$ cat config.mk
export PLATFORM = sky130hd
export DESIGN_NAME = npc_ifu
export DESIGN_NICKNAME = d
export VERILOG_FILES = /design/src/rtl/npc_ifu.sv
export SDC_FILE = /design/constraint.sdc
export NUM_CORES = 1
export LEC_CHECK = 0
export ABC_AREA = 1
export BUFFER_PORTS_ARGS = -buffer_cell sky130_fd_sc_hd__buf_2
export CAP_MARGIN = 40
export CORE_MARGIN = 2
export CORE_UTILIZATION = 47
export CTS_CLUSTER_SIZE = 10
export DETAILED_ROUTE_END_ITERATION = 7
export PLACE_DENSITY_LB_ADDON = 0.2
export SYNTH_ARGS = -nofsm -noshare
export SYNTH_HDL_FRONTEND = slang
export SYNTH_SLANG_ARGS = --single-unit
export TNS_END_PERCENT = 5
$ cat constraint.sdc
create_clock -name clk -period 1.6 [get_ports clk]
set_clock_uncertainty 0.1 [all_clocks]
set_input_delay 0 -clock clk [delete_from_list [all_inputs] [get_ports clk]]
set_output_delay 0 -clock clk [all_outputs]
set_load 0.03 [all_outputs]
$ cat src/rtl/npc_ifu.sv
// npc_ifu: single-outstanding instruction fetch FSM; define IFU_MISALIGN_CHECK_EN to trap misaligned next_pc.
module npc_ifu #(
  parameter logic [31:0] RESET_PC = 32'h80000000
) (
  input  logic        clk,
  input  logic        rst,
  output logic        req_valid,
  input  logic        req_ready,
  output logic [31:0] req_addr,
  input  logic        resp_valid,
  input  logic [31:0] resp_data,
  output logic        inst_valid,
  input  logic        inst_ready,
  output logic [31:0] inst,
  output logic [31:0] inst_pc,
  input  logic [31:0] next_pc,
  input  logic        halt,
  output logic        fault
);
  typedef enum logic [2:0] {
    S_REQ, S_WAIT, S_HOLD, S_HALT
`ifdef IFU_MISALIGN_CHECK_EN
    , S_FAULT
`endif
  } state_t;
  state_t state, state_n;
  logic [31:0] pc;
  always_comb begin
    state_n = state;
    case (state)
      S_REQ:  state_n = req_ready ? S_WAIT : S_REQ;
      S_WAIT: state_n = resp_valid ? S_HOLD : S_WAIT;
      S_HOLD: if (inst_ready) begin
`ifdef IFU_MISALIGN_CHECK_EN
        state_n = halt ? S_HALT : (next_pc[1:0] != 2'b00) ? S_FAULT : S_REQ;
`else
        state_n = halt ? S_HALT : S_REQ;
`endif
      end
      default: state_n = state;
    endcase
  end
  always_ff @(posedge clk) begin
    if (!rst) begin
      state   <= S_REQ;
      pc      <= RESET_PC;
      inst    <= 32'h0;
      inst_pc <= 32'h0;
    end else begin
      state <= state_n;
      if (state == S_WAIT && resp_valid) begin
        inst    <= resp_data;
        inst_pc <= pc;
      end
      if (state == S_HOLD && state_n == S_REQ) pc <= next_pc & 32'hFFFF_FFFC;
`ifdef IFU_MISALIGN_CHECK_EN
      if (state == S_HOLD && state_n == S_FAULT) inst_pc <= next_pc;
`endif
    end
  end
  // gated by rst so no request is visible while reset is asserted
  assign req_valid  = rst && state == S_REQ;
  assign req_addr   = pc;
  assign inst_valid = state == S_HOLD;
`ifdef IFU_MISALIGN_CHECK_EN
  assign fault = state == S_FAULT;
`else
  assign fault = 1'b0;
`endif
endmodule

After elaboration in Yosys (flattened, before gate mapping)

Index checks and enable logic that the tools add are counted.

Mux-type cells: 5
Eq/ne operators: 2
Reduce and logical (&&, ||, !) cells: 5

Operator list:

| operator           | number |
|---|---|
| $pmux 3 s3         | 1 |
| $logic_not 3->1    | 2 |
| $mux 2             | 2 |
| $eq 3x1->1 const B | 1 |
| $eq 3x2->1 const B | 1 |
| $logic_and 1x1->1  | 3 |
| $mux 3             | 1 |
| $mux 1             | 1 |

Input port bits: 70
Register bits after elaboration: 95
Output and inout bits: 99
Word-level logic and storage cells: 16

Depth between registers and ports, before layout

Gate-level depths: netlist of the first run.

Word-level depth: 5
Gate-level depth with buffers: 8
Gate-level depth less buffers: 7

Worst setup path before layout of the first run

OpenSTA, ideal clock, no wires.

Kind: register to output
Start point: register state[1]
End point: output req_valid
Cell stages (with the launch flop): 2
Setup slack: 0.147 ns
Arrival: 1.353 ns
Path buffers: 0
Data required time: 1.500 ns
Cells stage by stage: dfxtp_1 > nor4_1

Longest elaborated chain between the ends: 2

Ends and longest elaborated chain:

| element                  | RTL line | source |
|---|---|---|
| start: declaration       | 26       | `state_t state, state_n;` |
| start signal: assignment | 50       | `state <= state_n;` |
| $logic_not 3->1          | 62       | `assign req_valid = rst && state == S_REQ;` |
| $logic_and 1x1->1        | 62       |  |
| end: declaration         | 7        | `output logic req_valid,` |

Every way passes these cells.

Final worst setup path of the first run

Start point: register state[0]
End point: register pc[3], in the netlist req_addr[3]

Longest elaborated chain between the ends: 4
Elaborated cells on any way between the ends: 7
Classes of those cells: eq/ne (2); mux (2); reduce/logical (3)

Ends and longest elaborated chain:

| element                            | RTL line | source |
|---|---|---|
| $eq 3x2->1 (tied with other cells) | 30, 55   |  |
| $pmux 3 s3                         | 30       | `case (state)` |
| $logic_not 3->1                    | 55       | `if (state == S_HOLD && state_n == S_REQ) pc <= next_pc & 32'hFFFF_FFFC;` |
| $logic_and 1x1->1 (*)              | 55       |  |
| end signal: assignment             | 55       |  |
| end: declaration                   | 27       | `logic [31:0] pc;` |

Every way passes the cells marked *; elsewhere a longest branch is shown, timed or not.
A chain may end at the register's enable or synchronous reset.

==> load_flow_metrics.sql, run 1 <==
INSERT INTO impl_metrics (metric_group, metric, value, unit) VALUES
('run_status', 'result_of_the_run', 'finished clean', ''),
('power_and_ir_drop', 'p_switching', '1.58', 'mW'),
('yosys', 'synth_sequential_area_ratio', '48.3', '%'),
('worst_setup_path', 'worst_r2r_startpoint', 'state[0]', ''),
('final_layout', 'num_antenna_cells', '0', ''),
('worst_setup_path', 'r2r_depth', '8', ''),
('global_routing', 'grt_overflow_total', '0', ''),
('worst_setup_path', 'critPathMaxStageDelay', '0.39', 'ns'),
('floorplanning', 'initial_core_util', '48.2', '%'),
('worst_setup_path', 'critPathCaptureType', 'flop', ''),
('final_layout', 'instances_no_fill', '880', ''),
('floorplanning', 'fp.coreArea', '8180', 'um^2'),
('timing', 'grt_setup_unrepaired', 'no', ''),
('drt', 'drt_pre_antenna_iters', '4', ''),
('drt', 'routed_wire_length_per_instance', '11.4', 'um'),
('timing', 'setup_viol', '0', ''),
('worst_setup_path', 'startpoint_class_of_the_critical_path', 'flop', ''),
('global_routing', 'number_of_antenna_violations_at_the_first_check_in_global_routing', '0', ''),
('worst_setup_path', 'critPathTopFamily', 'simple AND/OR/NAND/NOR gates', ''),
('power_and_ir_drop', 'power', '5.22', 'mW'),
('worst_setup_path', 'critPathArrivalTime', '1.62', 'ns'),
('timing', 'hold_violations', '0', ''),
('power_and_ir_drop', 'power-per-cell-area', '911', 'nW/um^2'),
('global_routing', 'grt_util_met3', '4.03', '%'),
('timing', 'fmaxAchievable', '0.692', 'GHz'),
('yosys', 'post_synth_inst_count', '555', ''),
('power_and_ir_drop', 'leakagePower', '2.90', 'nW'),
('worst_hold_path', 'worstHoldEndpoint', 'state[0]', ''),
('placement', 'detailedPlacementHpwl', '6.22', 'mm'),
('yosys', 'mappedNetlistArea', '3940', 'um^2'),
('final_layout', 'drive_gt1_share', '25.3', '%'),
('worst_setup_path', 'crit_slowest_cell', 'dfxtp_1', ''),
('floorplanning', 'die_width', '95.5', 'um'),
('clock_network', 'clk_transition_reported_paths', '0.09', 'ns'),
('drt', 'antenna_violating_nets_post_route', '0', ''),
('drt', 'detailroute.via_count', '3988', ''),
('worst_setup_path', 'timing.critical_path.depth', '8', ''),
('yosys', 'synth_largest_type_area_fraction', '48.3', '%'),
('floorplanning', 'die_height', '95.5', 'um'),
('worst_setup_path', 'path_buf_inv', '3', ''),
('yosys', 'yosys_warnings', '0', ''),
('global_routing', 'global_route.usage.met1', '25.3', '%'),
('placement', 'placed_cells_incl_taps', '795', ''),
('worst_setup_path', 'cp_max_fo', '9', ''),
('worst_setup_path', 'cp_cell_sequence', 'inv_2 -> nand2_1 -> nor2_2 -> nand3_1 -> buf_4 -> nand2_1 -> inv_1 -> nor2_1', ''),
('worst_setup_path', 'r2r_slack', '0.15', 'ns'),
('worst_hold_path', 'min_path_cells', '5', ''),
('global_routing', 'grt_pass1_vias', '3635', ''),
('global_routing', 'grt_first_pass_wirelength', '15.7', 'mm'),
('floorplanning', 'floorplan.io_pins', '169', ''),
('global_routing', 'grt.busiest_layer', 'met2', ''),
('placement', 'port_buffers', '161', ''),
('power_and_ir_drop', 'ir_worst_vdd', '0.000460', 'V'),
('floorplanning', 'placement_rows', '33', ''),
('clock_network', 'clock_tree_from_tritoncts', 'done', ''),
('worst_setup_path', 'capturing_point_of_the_worst_reg2reg_path', 'req_addr[3]', ''),
('yosys', 'syn_avg_cell_area', '7.10', 'um^2'),
('placement', 'routabilityCongestion', '0.767', ''),
('power_and_ir_drop', 'intPower', '3.64', 'mW'),
('power_and_ir_drop', 'combinationalPowerShare', '20.1', '%'),
('final_layout', 'finalNetCount', '840', ''),
('yosys', 'synth_top_cells_by_area', 'dfxtp_1 48%, inv_1 15%, o21ai_0 8.1%', ''),
('yosys', 'postSynthRegisterBits', '95', ''),
('worst_setup_path', 'critical_path_class', 'reg -> reg', ''),
('global_routing', 'globalRouteTotalUtil', '21.7', '%'),
('clock_network', 'number_of_h_tree_levels', '3', ''),
('power_and_ir_drop', 'swShare', '30.2', '%'),
('drt', 'routed_via_density', '4.53', ''),
('global_routing', 'maximum_number_of_pins_on_one_net_before_global_route_repair', '67', ''),
('clock_network', 'clk_latency_worst_skew_pair', '0.34', 'ns'),
('final_layout', 'layout.area.seq', '1900', 'um^2');
-- layer usage --
metal / routed length (um) / part of all wire (%)
met2: 4940 / 49
met1: 4390 / 44
met5: 0 / 0
met3: 493 / 4.9
met4: 250 / 2.5
-- layout make-up --
class	count	share of cell area, %
clock buffers	9	2.16
clock inverters	7	1.35
repair buffers	241	28.5
multi-input cells	269	22.4
inverters	154	10.1
well taps	105	2.29
flip-flops and latches	95	33.2
-- synth_stat cells (all sizes together) --
master	number
inv	154
dfxtp	95
o21ai	64
nand2	63
a21oi	62
nor2	36
nand4	30
buf	27
clkbuf	14
nand3	6
nand3b	2
conb	1
nor4	1
-- worst register-to-register path, cell delays in order, from the launching register on --
cell and delay [ns]:
dfxtp_1 0.39, inv_2 0.10, nand2_1 0.06, nor2_2 0.15, nand3_1 0.18, buf_4 0.22
nand2_1 0.06, inv_1 0.03, nor2_1 0.10
-- power by group through the flow --
stage          clock network, mW  registers [mW]  logic [mW]
4_1_cts                     1.65            2.57        1.04
2_1_floorplan                  0            2.87       0.368
3_3_place_gp                   0            2.61       0.894
5_1_grt                     1.75            2.58        1.15
3_5_place_dp                   0            2.62       0.909
6_report                    1.60            2.57        1.05
-- logic make-up after synthesis --
group	count (synthesis)	share of synthesized area, %
compound gates	126	16.0
buf+inv	195	19.9
flops	95	48.3
simple gates	138	15.8
other cells	1	0.0952
-- sequential cells by signal, indices dropped and copies added (netlist names) --
signal,count
inst_pc,30
req_addr,30
state,3
inst,32
-- cell usage in the layout (no fill, tap or decap) --
master         count
a21oi_1           62
buf_12             4
buf_2            160
buf_4              8
buf_6              2
bufinv_16          1
clkbuf_4           1
clkbuf_8           9
clkinv_2           1
clkinvlp_4         1
conb_1             5
dfxtp_1           95
dlygate4sd3_1     66
inv_1            153
inv_2              1
inv_6              4
nand2_1           63
nand3_1            5
nand3_4            1
nand3b_1           2
nand4_1           30
nor2_1            33
nor2_2             2
nor2_4             1
nor4_1             1
o21ai_0           64
-- stage by stage --
step / setup slack (ns) / instance area, um^2 / hold slack [ns]
after floorplan: 0.147 / 3950 / 0.0774
after global placement: 0.209 / 4830 / 0.178
after detailed placement: 0.138 / 4830 / 0.191
after CTS: 0.0217 / 5700 / 0.00705
after global routing: 0.0546 / 5730 / 0.0314
final: 0.154 / 5730 / 0.0243
-- worst max path at each step --
stage,slack (ns),to,start
3_5_place_dp,0.14,inst[20],state[2]
5_1_grt,0.05,req_addr[9],state[0]
4_1_cts,0.02,inst_valid,state[0]
6_report,0.15,req_addr[3],state[0]
3_3_place_gp,0.21,inst[0],state[2]
2_1_floorplan,0.15,req_valid,state[1]
-- what timing repair did --
item | in CTS | in global routing
endpoints found under the hold margin | 67 | 0
endpoints found under the setup margin | 1 | 5
gates cloned | 0 | 0
hold buffers | 66 | 0
gates resized for setup | 1 | 2
buffers inserted | 0 | 3
(Power assumes the default switching activity.)
==> run 2, diff against run 1 <==
==> constraint.sdc (replaced) <==
create_clock -name clk -period 1.6 [get_ports clk]
set_clock_uncertainty 0.1 [all_clocks]
set_input_delay 0.08 -clock clk [delete_from_list [all_inputs] [get_ports clk]]
set_output_delay 0.08 -clock clk [all_outputs]
set_load 0.03 [all_outputs]
==> load_flow_metrics.sql, run 2 (synthesis results as in run 1) <==
INSERT INTO impl_metrics (metric_group, metric, value, unit) VALUES
('run_status', 'result_of_the_run', 'finished clean', ''),
('global_routing', 'grt_pass1_vias', '3653', ''),
('drt', 'initialDrtViolationCount', '126', ''),
('worst_setup_path', 'critPathCaptureType', 'output port', ''),
('drt', 'drt_pre_antenna_iters', '4', ''),
('final_layout', 'num_antenna_cells', '0', ''),
('final_layout', 'multi_input_comb_area', '1290', 'um^2'),
('timing', 'fmaxAchievable', '0.635', 'GHz'),
('global_routing', 'maximum_number_of_pins_on_one_net_before_global_route_repair', '66', ''),
('power_and_ir_drop', 'leakagePower', '2.89', 'nW'),
('worst_setup_path', 'worst_r2r_startpoint', 'state[2]', ''),
('clock_network', 'clock_tree.buffer_depth', '2', ''),
('worst_setup_path', 'critPathArrivalTime', '1.40', 'ns'),
('floorplanning', 'die_height', '95.5', 'um'),
('final_layout', 'largest_reg_flops', '32', ''),
('worst_setup_path', 'crit_slowest_cell', 'dfxtp_1', ''),
('drt', 'routed_wire_length_per_instance', '12.0', 'um'),
('global_routing', 'globalRouteTotalUtil', '23.0', '%'),
('worst_setup_path', 'cp_max_fo', '16', ''),
('global_routing', 'number_of_antenna_violations_at_the_first_check_in_global_routing', '0', ''),
('clock_network', 'post-cts-setup-buffers', '0', ''),
('placement', 'port_buffers', '161', ''),
('timing', 'whs', '0.0204', 'ns'),
('final_layout', 'max_flop_register', 'inst', ''),
('clock_network', 'clock_tree_from_tritoncts', 'done', ''),
('power_and_ir_drop', 'power', '5.26', 'mW'),
('worst_setup_path', 'critical_path_class', 'reg -> out', ''),
('clock_network', 'number_of_h_tree_levels', '3', ''),
('final_layout', 'layout_overhead_on_the_synthesized_area', '45.7', '%'),
('drt', 'routed_via_density', '4.56', ''),
('drt', 'detailroute.via_count', '3991', ''),
('timing', 'timing.final.crit_share', '98.5', '%'),
('timing', 'maxSlewViolCount', '0', ''),
('floorplanning', 'initial_core_util', '48.2', '%'),
('power_and_ir_drop', 'ir_worst_vdd', '0.000424', 'V'),
('timing', 'setup-tns-final', '0', 'ns'),
('final_layout', 'drive_gt1_share', '25.1', '%'),
('timing', 'grt_setup_unrepaired', 'yes', ''),
('floorplanning', 'fp.coreArea', '8180', 'um^2'),
('worst_setup_path', 'r2r_slack', '0.14', 'ns'),
('drt', 'antenna_violating_nets_post_route', '0', ''),
('floorplanning', 'die_outline_area', '9130', 'um^2'),
('drt', 'remaining_drcs', '0', ''),
('final_layout', 'most-common-layout-cells', '160 x buf_2, 153 x inv_1, 94 x dfxtp_1', ''),
('worst_setup_path', 'capturing_point_of_the_worst_reg2reg_path', 'inst[20]', ''),
('worst_setup_path', 'cp-startpoint', 'state[0]', ''),
('floorplanning', 'placement_rows', '33', ''),
('clock_network', 'clock_tree.root_cell', 'clkbuf_8', ''),
('worst_setup_path', 'timing.critical_path.to', 'inst_valid', ''),
('drt', 'drt-met1-wl', '4.44', 'mm'),
('timing', 'min_period', '1.58', 'ns'),
('clock_network', 'cts_sinks', '95', ''),
('worst_setup_path', 'path_buf_inv', '3', ''),
('worst_hold_path', 'hold_class', 'in -> reg', ''),
('floorplanning', 'die_width', '95.5', 'um'),
('timing', 'hold_violations', '0', ''),
('worst_setup_path', 'timing.critical_path.depth', '5', ''),
('drt', 'topRoutingLayerUsed', 'met4', ''),
('clock_network', 'clk_transition_reported_paths', '0.08', 'ns'),
('worst_setup_path', 'r2r_depth', '5', ''),
('clock_network', 'tritoncts.num_buffers', '9', ''),
('final_layout', 'fillCellCount', '680', ''),
('drt', 'met2WireLength', '5.17', 'mm'),
('worst_setup_path', 'cp_cell_sequence', 'inv_2 -> nand2_1 -> nor2_4 -> buf_12 -> buf_4', ''),
('worst_setup_path', 'critPathMaxStageDelay', '0.47', 'ns'),
('global_routing', 'grt_first_pass_wirelength', '16.5', 'mm'),
('drt', 'met3WireLength', '588', 'um'),
('worst_setup_path', 'timing.critical_path.required', '1.42', 'ns'),
('worst_setup_path', 'critPathTopFamily', 'flip-flops', ''),
('drt', 'wirelength', '10.5', 'mm'),
('clock_network', 'clk_latency_worst_skew_pair', '0.34', 'ns'),
('final_layout', 'layout.area.seq', '1900', 'um^2'),
('final_layout', 'finalNetCount', '835', ''),
('final_layout', 'layout.cells.most_common', 'buf_2', ''),
('flow_run', 'cap_violations', '0', ''),
('placement', 'routabilityCongestion', '0.785', ''),
('timing', 'setup_viol', '0', ''),
('worst_setup_path', 'startpoint_class_of_the_critical_path', 'flop', ''),
('power_and_ir_drop', 'power-per-cell-area', '916', 'nW/um^2'),
('global_routing', 'grt_overflow_total', '0', ''),
('placement', 'detailedPlacementHpwl', '6.40', 'mm'),
('floorplanning', 'floorplan.io_pins', '169', '');
## run 2: changes by cell type in the layout (fill, tap and decap cells not counted), moves of 2 or more
| cell | previous run | this run |
|---|---|---|
| buf_4 | 8 | 5 |
| clkbuf_8 | 9 | 11 |
| dlygate4sd3_1 | 66 | 64 |
| inv_6 | 4 | 0 |
| nor2_2 | 2 | 0 |
| nor2_4 | 1 | 3 |
## run 2: worst register-to-register path, stage by stage (launching register included)
cell     delay, ns
dfxtp_1       0.50
nor2_4        0.08
nand3_4       0.11
buf_6         0.31
o21ai_0       0.15
a21oi_1       0.15
## run 2: worst min-delay path by stage
stage | depth (start not counted) | slack (ns) | startpoint | to
2_1_floorplan | 2 | 0.16 | next_pc[31] | req_addr[31]
3_3_place_gp | 3 | 0.24 | next_pc[31] | req_addr[31]
3_5_place_dp | 3 | 0.26 | next_pc[31] | req_addr[31]
4_1_cts | 5 | 0.01 | req_ready | state[0]
5_1_grt | 5 | 0.08 | req_ready | state[0]
6_report | 5 | 0.02 | req_ready | state[0]
## run 2: layout make-up
class                      instances  share of cell area (%)
timing repair buffer             236                    28.3
sequential                        95                    33.2
clock inverter                     4                   0.937
clock buffer                      12                    2.70
multi-input combinational        269                    22.6
inverter                         154                    10.1
tap                              105                    2.29
## run 2: timing repair
item | 4_1_cts | 5_1_grt
cloned | 1 | 0
hold endpoints to repair | 64 | 0
hold buffers | 64 | 0
gates resized for setup | 2 | 3
endpoints found under the setup margin | 1 | 45
## run 2: routing by layer
metal  GRT usage [%]  vias to the layer above
met5               0                        -
met4            10.2                        0
met3            4.35                       26
met2            40.4                      138
met1            27.2                     1740
li1                -                     2087
## run 2: power breakdown
group          internal, mW  switching (mW)  leakage, nW  total [mW]
Combinational         0.410           0.653         2.02        1.06
Sequential             2.50          0.0721        0.773        2.57
Clock                 0.812           0.814       0.0988        1.63
Total                  3.72            1.54         2.89        5.26
## run 2: metrics by stage
stage / utilization [%] / setup slack (ns) / instances / cell area [um^2]
2_1_floorplan: - / 0.0668 / 559 / 3950
3_3_place_gp: 59.2 / 0.182 / 794 / 4840
3_5_place_dp: 59.2 / 0.110 / 794 / 4840
4_1_cts: 70.1 / 0.00656 / 875 / 5730
5_1_grt: 70.2 / -0.0362 / 875 / 5740
6_report: 70.2 / 0.0247 / 875 / 5740
